## src/rtl/wave_gen_pkg.sv

```systemverilog
// Shared types and constant tables for the DDS waveform generator:
// waveform mode encoding, preset tuning words and quarter-sine samples.
package wave_gen_pkg;

    typedef enum logic [1:0] {
        WAVE_SAW  = 2'd0,
        WAVE_TRI  = 2'd1,
        WAVE_SQ   = 2'd2,
        WAVE_SINE = 2'd3
    } wave_mode_e;

    localparam int unsigned SEMITONES = 12;

    // Equal-tempered steps: ratio = 2^(n/12) in Q15, doubled once per octave.
    function automatic longint preset_word(input int unsigned idx, input int unsigned pw);
        longint ratio;
        case (idx % SEMITONES)
            0:       ratio = 64'sd32768;
            1:       ratio = 64'sd34716;
            2:       ratio = 64'sd36781;
            3:       ratio = 64'sd38968;
            4:       ratio = 64'sd41285;
            5:       ratio = 64'sd43740;
            6:       ratio = 64'sd46341;
            7:       ratio = 64'sd49097;
            8:       ratio = 64'sd52016;
            9:       ratio = 64'sd55109;
            10:      ratio = 64'sd58386;
            default: ratio = 64'sd61858;
        endcase
        return ((ratio << (idx / SEMITONES)) << pw) >> 29;
    endfunction

    // round(amp * sin(pi/2 * a / 2^aw)), integer Taylor series in Q30.
    function automatic int sine_quarter(input int unsigned a, input int unsigned aw,
                                        input int unsigned amp);
        longint x;
        longint term;
        longint sum;
        x    = (64'sd1686629713 * longint'(a)) >>> aw;
        term = x;
        sum  = x;
        for (int unsigned k = 1; k <= 5; k++) begin
            term = (term * x) >>> 30;
            term = (term * x) >>> 30;
            term = -term / longint'((2 * k) * (2 * k + 1));
            sum  = sum + term;
        end
        return int'((sum * longint'(amp) + 64'sd536870912) >>> 30);
    endfunction

endpackage

```

## src/rtl/wave_gen_dds_lut.sv

```systemverilog
// Registered quarter-wave sine ROM (2^LUT_AW x DATA_W); its output register
// forms stage 1 of the sine path.
module sine_quarter_lut
    import wave_gen_pkg::*;
#(
    parameter int unsigned LUT_AW = 8,
    parameter int unsigned DATA_W = 11
) (
    input  logic              clk,
    input  logic [LUT_AW-1:0] addr,
    output logic [DATA_W-1:0] data
);

    localparam int unsigned DEPTH = 1 << LUT_AW;

    logic [DATA_W-1:0] rom [DEPTH];
    logic [DATA_W-1:0] data_d;
    logic [DATA_W-1:0] data_q;

    for (genvar i = 0; i < DEPTH; i++) begin : g_rom
        localparam logic [DATA_W-1:0] VAL =
            DATA_W'(sine_quarter(i, LUT_AW, (1 << DATA_W) - 1));
        assign rom[i] = VAL;
    end

    always_comb begin
        data_d = rom[addr];
    end

    always_ff @(posedge clk) begin
        data_q <= data_d;
    end

    assign data = data_q;

endmodule

```

## src/rtl/wave_gen_dds.sv

```systemverilog
// Phase-accumulator waveform generator (saw/tri/square/sine), 2-stage output pipe.
// Define SINE_LUT_EN to build the sine ROM; otherwise mode 3 produces the triangle.
module wave_gen_dds
    import wave_gen_pkg::*;
#(
    parameter int unsigned OUT_W      = 12,
    parameter int unsigned PHASE_W    = 24,
    parameter int unsigned LUT_AW     = 8,
    parameter int unsigned PRESET_N   = 49,
    parameter int unsigned PRESET_RST = 21
) (
    input  logic                        clk,
    input  logic                        rst,
    input  logic                        freq_up,
    input  logic                        freq_dn,
    input  logic                        tune_wr,
    input  logic [PHASE_W-1:0]          tune_val,
    input  logic [1:0]                  mode,
    output logic [OUT_W-1:0]            sig_out,
    output logic                        sig_valid,
    output logic                        wrap,
    output logic                        tune_pend,
    output logic [$clog2(PRESET_N)-1:0] preset_idx
);

    localparam int unsigned IDX_W = $clog2(PRESET_N);
    localparam logic [OUT_W-1:0] MIDSCALE = {1'b1, {(OUT_W-1){1'b0}}};

    logic [PHASE_W-1:0] preset_tbl [PRESET_N];

    for (genvar i = 0; i < PRESET_N; i++) begin : g_preset
        localparam logic [63:0] WORD = 64'(preset_word(i, PHASE_W));
        assign preset_tbl[i] = WORD[PHASE_W-1:0];
    end

    logic [PHASE_W-1:0] phase_q, phase_d;
    logic [PHASE_W-1:0] tune_q, tune_d;
    logic [PHASE_W-1:0] pend_word_q, pend_word_d;
    logic               tune_pend_q, tune_pend_d;
    logic [IDX_W-1:0]   idx_q, idx_d;
    logic               up_hist_q, up_hist_d;
    logic               dn_hist_q, dn_hist_d;
    logic               wrap_q, wrap_d;
    logic [OUT_W-1:0]   shape_q, shape_d;
    logic               valid1_q, valid1_d;
    logic               sig_valid_q, sig_valid_d;
    logic [OUT_W-1:0]   sig_out_q, sig_out_d;

    logic [PHASE_W:0]   phase_sum;
    logic               up_edge;
    logic               dn_edge;
    logic [OUT_W-1:0]   tri_base;
    wave_mode_e         mode_e;

    always_comb begin
        phase_sum   = {1'b0, phase_q} + {1'b0, tune_q};
        phase_d     = phase_sum[PHASE_W-1:0];
        wrap_d      = phase_sum[PHASE_W];
        up_hist_d   = freq_up;
        dn_hist_d   = freq_dn;
        up_edge     = freq_up & ~up_hist_q;
        dn_edge     = freq_dn & ~dn_hist_q;
        tune_d      = tune_q;
        pend_word_d = pend_word_q;
        tune_pend_d = tune_pend_q;
        idx_d       = idx_q;

        // Pending word is committed on the carry edge, so each period runs at one rate.
        if (wrap_d) begin
            if (tune_pend_q) begin
                tune_d = pend_word_q;
            end
            tune_pend_d = 1'b0;
        end

        if (tune_wr) begin
            pend_word_d = tune_val;
            tune_pend_d = 1'b1;
        end else if (up_edge != dn_edge) begin
            if (up_edge) begin
                idx_d = (idx_q == IDX_W'(PRESET_N - 1)) ? '0 : idx_q + IDX_W'(1);
            end else begin
                idx_d = (idx_q == '0) ? IDX_W'(PRESET_N - 1) : idx_q - IDX_W'(1);
            end
            pend_word_d = preset_tbl[idx_d];
            tune_pend_d = 1'b1;
        end
    end

    always_comb begin
        mode_e   = wave_mode_e'(mode);
        tri_base = phase_q[PHASE_W-2 -: OUT_W];
        case (mode_e)
            WAVE_SAW: shape_d = phase_q[PHASE_W-1 -: OUT_W];
            WAVE_SQ:  shape_d = {OUT_W{phase_q[PHASE_W-1]}};
            default:  shape_d = phase_q[PHASE_W-1] ? ~tri_base : tri_base;
        endcase
        valid1_d    = 1'b1;
        sig_valid_d = valid1_q;
    end

`ifdef SINE_LUT_EN
    logic [LUT_AW-1:0] lut_addr;
    logic [OUT_W-2:0]  lut_data;
    logic              sine_sel_q, sine_sel_d;
    logic              neg_q, neg_d;

    always_comb begin
        lut_addr   = phase_q[PHASE_W-2] ? ~phase_q[PHASE_W-3 -: LUT_AW]
                                        :  phase_q[PHASE_W-3 -: LUT_AW];
        sine_sel_d = (mode_e == WAVE_SINE);
        neg_d      = phase_q[PHASE_W-1];
        sig_out_d  = shape_q;
        if (sine_sel_q) begin
            sig_out_d = neg_q ? MIDSCALE - {1'b0, lut_data} : MIDSCALE + {1'b0, lut_data};
        end
    end

    sine_quarter_lut #(
        .LUT_AW (LUT_AW),
        .DATA_W (OUT_W - 1)
    ) u_lut (
        .clk  (clk),
        .addr (lut_addr),
        .data (lut_data)
    );

    always_ff @(posedge clk) begin
        if (rst) begin
            sine_sel_q <= 1'b0;
            neg_q      <= 1'b0;
        end else begin
            sine_sel_q <= sine_sel_d;
            neg_q      <= neg_d;
        end
    end
`else
    always_comb begin
        sig_out_d = shape_q;
    end
`endif

    always_ff @(posedge clk) begin
        if (rst) begin
            phase_q     <= '0;
            tune_q      <= preset_tbl[PRESET_RST];
            pend_word_q <= '0;
            tune_pend_q <= 1'b0;
            idx_q       <= IDX_W'(PRESET_RST);
            up_hist_q   <= 1'b0;
            dn_hist_q   <= 1'b0;
            wrap_q      <= 1'b0;
            shape_q     <= '0;
            valid1_q    <= 1'b0;
            sig_valid_q <= 1'b0;
            sig_out_q   <= '0;
        end else begin
            phase_q     <= phase_d;
            tune_q      <= tune_d;
            pend_word_q <= pend_word_d;
            tune_pend_q <= tune_pend_d;
            idx_q       <= idx_d;
            up_hist_q   <= up_hist_d;
            dn_hist_q   <= dn_hist_d;
            wrap_q      <= wrap_d;
            shape_q     <= shape_d;
            valid1_q    <= valid1_d;
            sig_valid_q <= sig_valid_d;
            sig_out_q   <= sig_out_d;
        end
    end

    assign sig_out    = sig_out_q;
    assign sig_valid  = sig_valid_q;
    assign wrap       = wrap_q;
    assign tune_pend  = tune_pend_q;
    assign preset_idx = idx_q;

endmodule

```

## config.mk

```make
export PLATFORM = sky130hd
export DESIGN_NAME = wave_gen_dds
export DESIGN_NICKNAME = d
export VERILOG_FILES = /design/src/rtl/wave_gen_pkg.sv /design/src/rtl/wave_gen_dds_lut.sv /design/src/rtl/wave_gen_dds.sv
export SDC_FILE = /design/constraint.sdc
export NUM_CORES = 1
export LEC_CHECK = 0
export CORE_MARGIN = 1
export CORE_UTILIZATION = 40
export CTS_BUF_LIST = sky130_fd_sc_hd__clkbuf_8
export CTS_CLUSTER_SIZE = 24
export DETAILED_ROUTE_END_ITERATION = 10
export HOLD_SLACK_MARGIN = 0.05
export REMOVE_ABC_BUFFERS = 1
export SYNTH_ARGS = -nofsm -noshare
export SYNTH_HDL_FRONTEND = slang
export SYNTH_SLANG_ARGS = --single-unit
```

## constraint.sdc

```tcl
create_clock -name clk -period 4.4 [get_ports clk]
set_input_delay 0.44 -clock clk [delete_from_list [all_inputs] [get_ports clk]]
set_output_delay 0.44 -clock clk [all_outputs]
set_load 0.005 [all_outputs]
```

==> flow_summary.ini <==
[final_layout]
final-seq-area_um2 = 2160
nFillCells = 1388
diodes = 0
final_cells = 897
nets = 782
layout-drive-gt1-share_pct = 6.14
multi_input_area_um2 = 3460
area_growth_pct = 13.8

[pwr]
ir_worst_vdd_uv = 140
p_per_area_nw_per_um2 = 366
p_leak_nw = 2.76
total_power_w = 0.00244

[clock_tree]
htreeDepth = 3
clk_pin_slew_ps = 110
postCtsSetupRepairBufs = 0
cts_max_path_buffers = 2
cts-resized-gates = 0
holdBufCountCts = 0
cts_root_buffer = clkbuf_8
clkSinkCount = 108
cts_tree = done
clk_latency_ps = 380
cts_made_buffers = 9

[synthesis]
synth_common_cells = dfxtp_1 (108), nor2_1 (99), a21oi_1 (50)
syn_avg_cell_area_um2 = 8.54
ys_types = 70
synthArstFlopShare_pct = 0
synth_top_area_share_pct = 36.9
ys.warnings.count = 0
ys_seq_elements = 108
yosysSeqAreaShare_pct = 36.9
synthTopCellsByArea = dfxtp_1 (37%), ha_1 (8.1%), nor2_1 (6.3%)
yosys.cell_count.top_type = dfxtp_1
synth_cells = 687
yosys.area.top_type = dfxtp_1
netlist_area_um2 = 5860
ys.flop_type = dfxtp_1
synth-edff-count = 0

[timing]
rsz0062_at_grt = no
worstMarginPinSlew_ps = 1070
clock_skew_ps = 13.1
report.final.slew_viol_count = 0
finalSetupViolCount = 0
max-slew-margin-rel_pct = 28.4
finalHoldViolations = 0
fin_crit_ps = 3410
layout_setup_ws_ps = 993
fin_setup_tns_ps = 0
clock.fmax_ghz = 0.293
hold_ws_ps = 432
min_period_over_period_pct = 77.4

[global_routing]
grt_max_degree = 63
antenna_found_initial = 0
grt_use_total_pct = 20.6
grt-ovfl-total = 0
grt_pass1_vias = 4865
grt_pass1_wl_um = 24400

[routing]
detail-route-antenna-nets = 0
vias = 5177
drcViolationCount = 0
drt_iter0_markers = 410
viasPerCell = 5.77
drt_wl_total_um = 14800
dr.pass1.iters = 5
drt-wirelength-per-cell_um = 16.5

[place]
dp_cells = 881
pre_cts_slack_ps = 931
dp_hpwl_um = 10500
gp_congestion = 0.879
io_buffers = 51

[worst_setup_path]
worst_setup_path_start_kind = flop
required_ps = 4710
cp_max_fo = 11
end_kind = flop
crit_type = flop to flop
critical_path_arrival_ps = 3710

[die]
ios = 52
initial_core_util_pct = 41.6
die_w_um = 123
die_h_um = 123
fp-row-count = 43
core_area_um2 = 14100
dieArea_um2 = 15100

[flow_run]
drv_cap = 0

[min_path]
worst_hold_path_type = flop to flop

[run_status]
status = completed
[power breakdown]
group | internal, W | switching [W] | leakage [nW]
clock | 0.000220 | 0.000373 | 0.0989
combinational | 0.000304 | 0.000446 | 1.78
sequential | 0.00105 | 0.0000512 | 0.882
[kinds of logic (layout without fill, tap and decap cells)]
logic type               after synthesis  in the layout  share of synthesized area (%)
adder cells (fa/ha/maj)               39             39                           8.45
buffers and inverters                 61             91                           4.44
AO/OA/AOI/OAI                        222            222                           26.3
flip-flops                           108            108                           36.9
multiplexers                          21             21                           3.61
AND/OR/NAND/NOR                      212            212                           16.7
XOR/XNOR                              24             24                           3.58
[state kept, by name (all words and copies together), names as in the netlist]
name	flops
wrap	1
tune_pend	1
tune_q	24
pend_word_q	24
sig_out	12
phase_q	24
preset_idx	6
up_hist_q	1
dn_hist_q	1
sig_valid	1
sig_valid_d	1
shape_q	12
[cell type report]
type                    instances  share of cell area [%]
clock inverters                 7                    1.01
well taps                     180                    3.37
repair buffers                 61                    8.74
multi-input cells             518                    51.8
clock buffers                   9                    1.86
flip-flops and latches        108                    32.4
inverters                      14                   0.787
[worst paths after layout]
path              cells past startpoint           from        endpoint  slack (ps)
setup reg to reg                     13  preset_idx[0]  pend_word_q[2]         990
hold reg to reg                       1     shape_q[5]      sig_out[5]         430
hold / removal                        1     shape_q[5]      sig_out[5]         430
setup / recovery                     13  preset_idx[0]  pend_word_q[2]         990
[critical path, stage by stage (launching register included)]
cell and delay, ps:
dfxtp_1 430, inv_1 150, ha_1 180, nor3b_2 430, a211oi_1 130, a21oi_1 160
buf_4 220, inv_1 150, ha_1 290, nor3_1 390, a21oi_1 130, o211a_1 230
o311a_1 310, nor3_1 120
[stage by stage]
step | utilization (%) | area, µm²
final | 47.3 | 6670
after global placement | 46.0 | 6480
after detailed placement | 46.0 | 6480
after floorplan | - | 5660
after global routing | 47.3 | 6670
after CTS | 47.3 | 6670
[per-layer routing]
metal,vias to the layer above,wire (µm),GRT usage [%],part of all wire [%]
li1,2577,-,-,-
met1,2461,7050,27.3,48
met2,123,7030,34.3,47
met3,16,576,3.41,3.9
met4,0,166,6.02,1.1
met5,-,0,0,0
[placed cells by master, fill, tap and decap left out, types with 3 or more instances in the layout]
cell type          n
buf_4             11
xnor2_1           12
a221o_1            3
ha_1              38
xor2_1            12
and3_1             3
dfxtp_1          108
nand3_1           11
a222oi_1          15
a21oi_1           50
nand3b_1           4
clkdlybuf4s50_1   50
nor3_1            16
o21a_1             3
nand2_1           37
nor2b_1           19
nor2_1            99
o22ai_1            5
a31oi_1            5
o221a_2            3
a221oi_1           3
a211oi_2           3
a22oi_1           10
o211ai_1           6
nand4_1            3
o21bai_1           8
a21o_1            11
mux2i_1           20
inv_1             13
a211oi_1          14
nand2b_1           3
or3_1              5
clkbuf_8           9
o221ai_1           7
o21ai_0           48
Note: power is estimated with default switching activity, not from simulation.
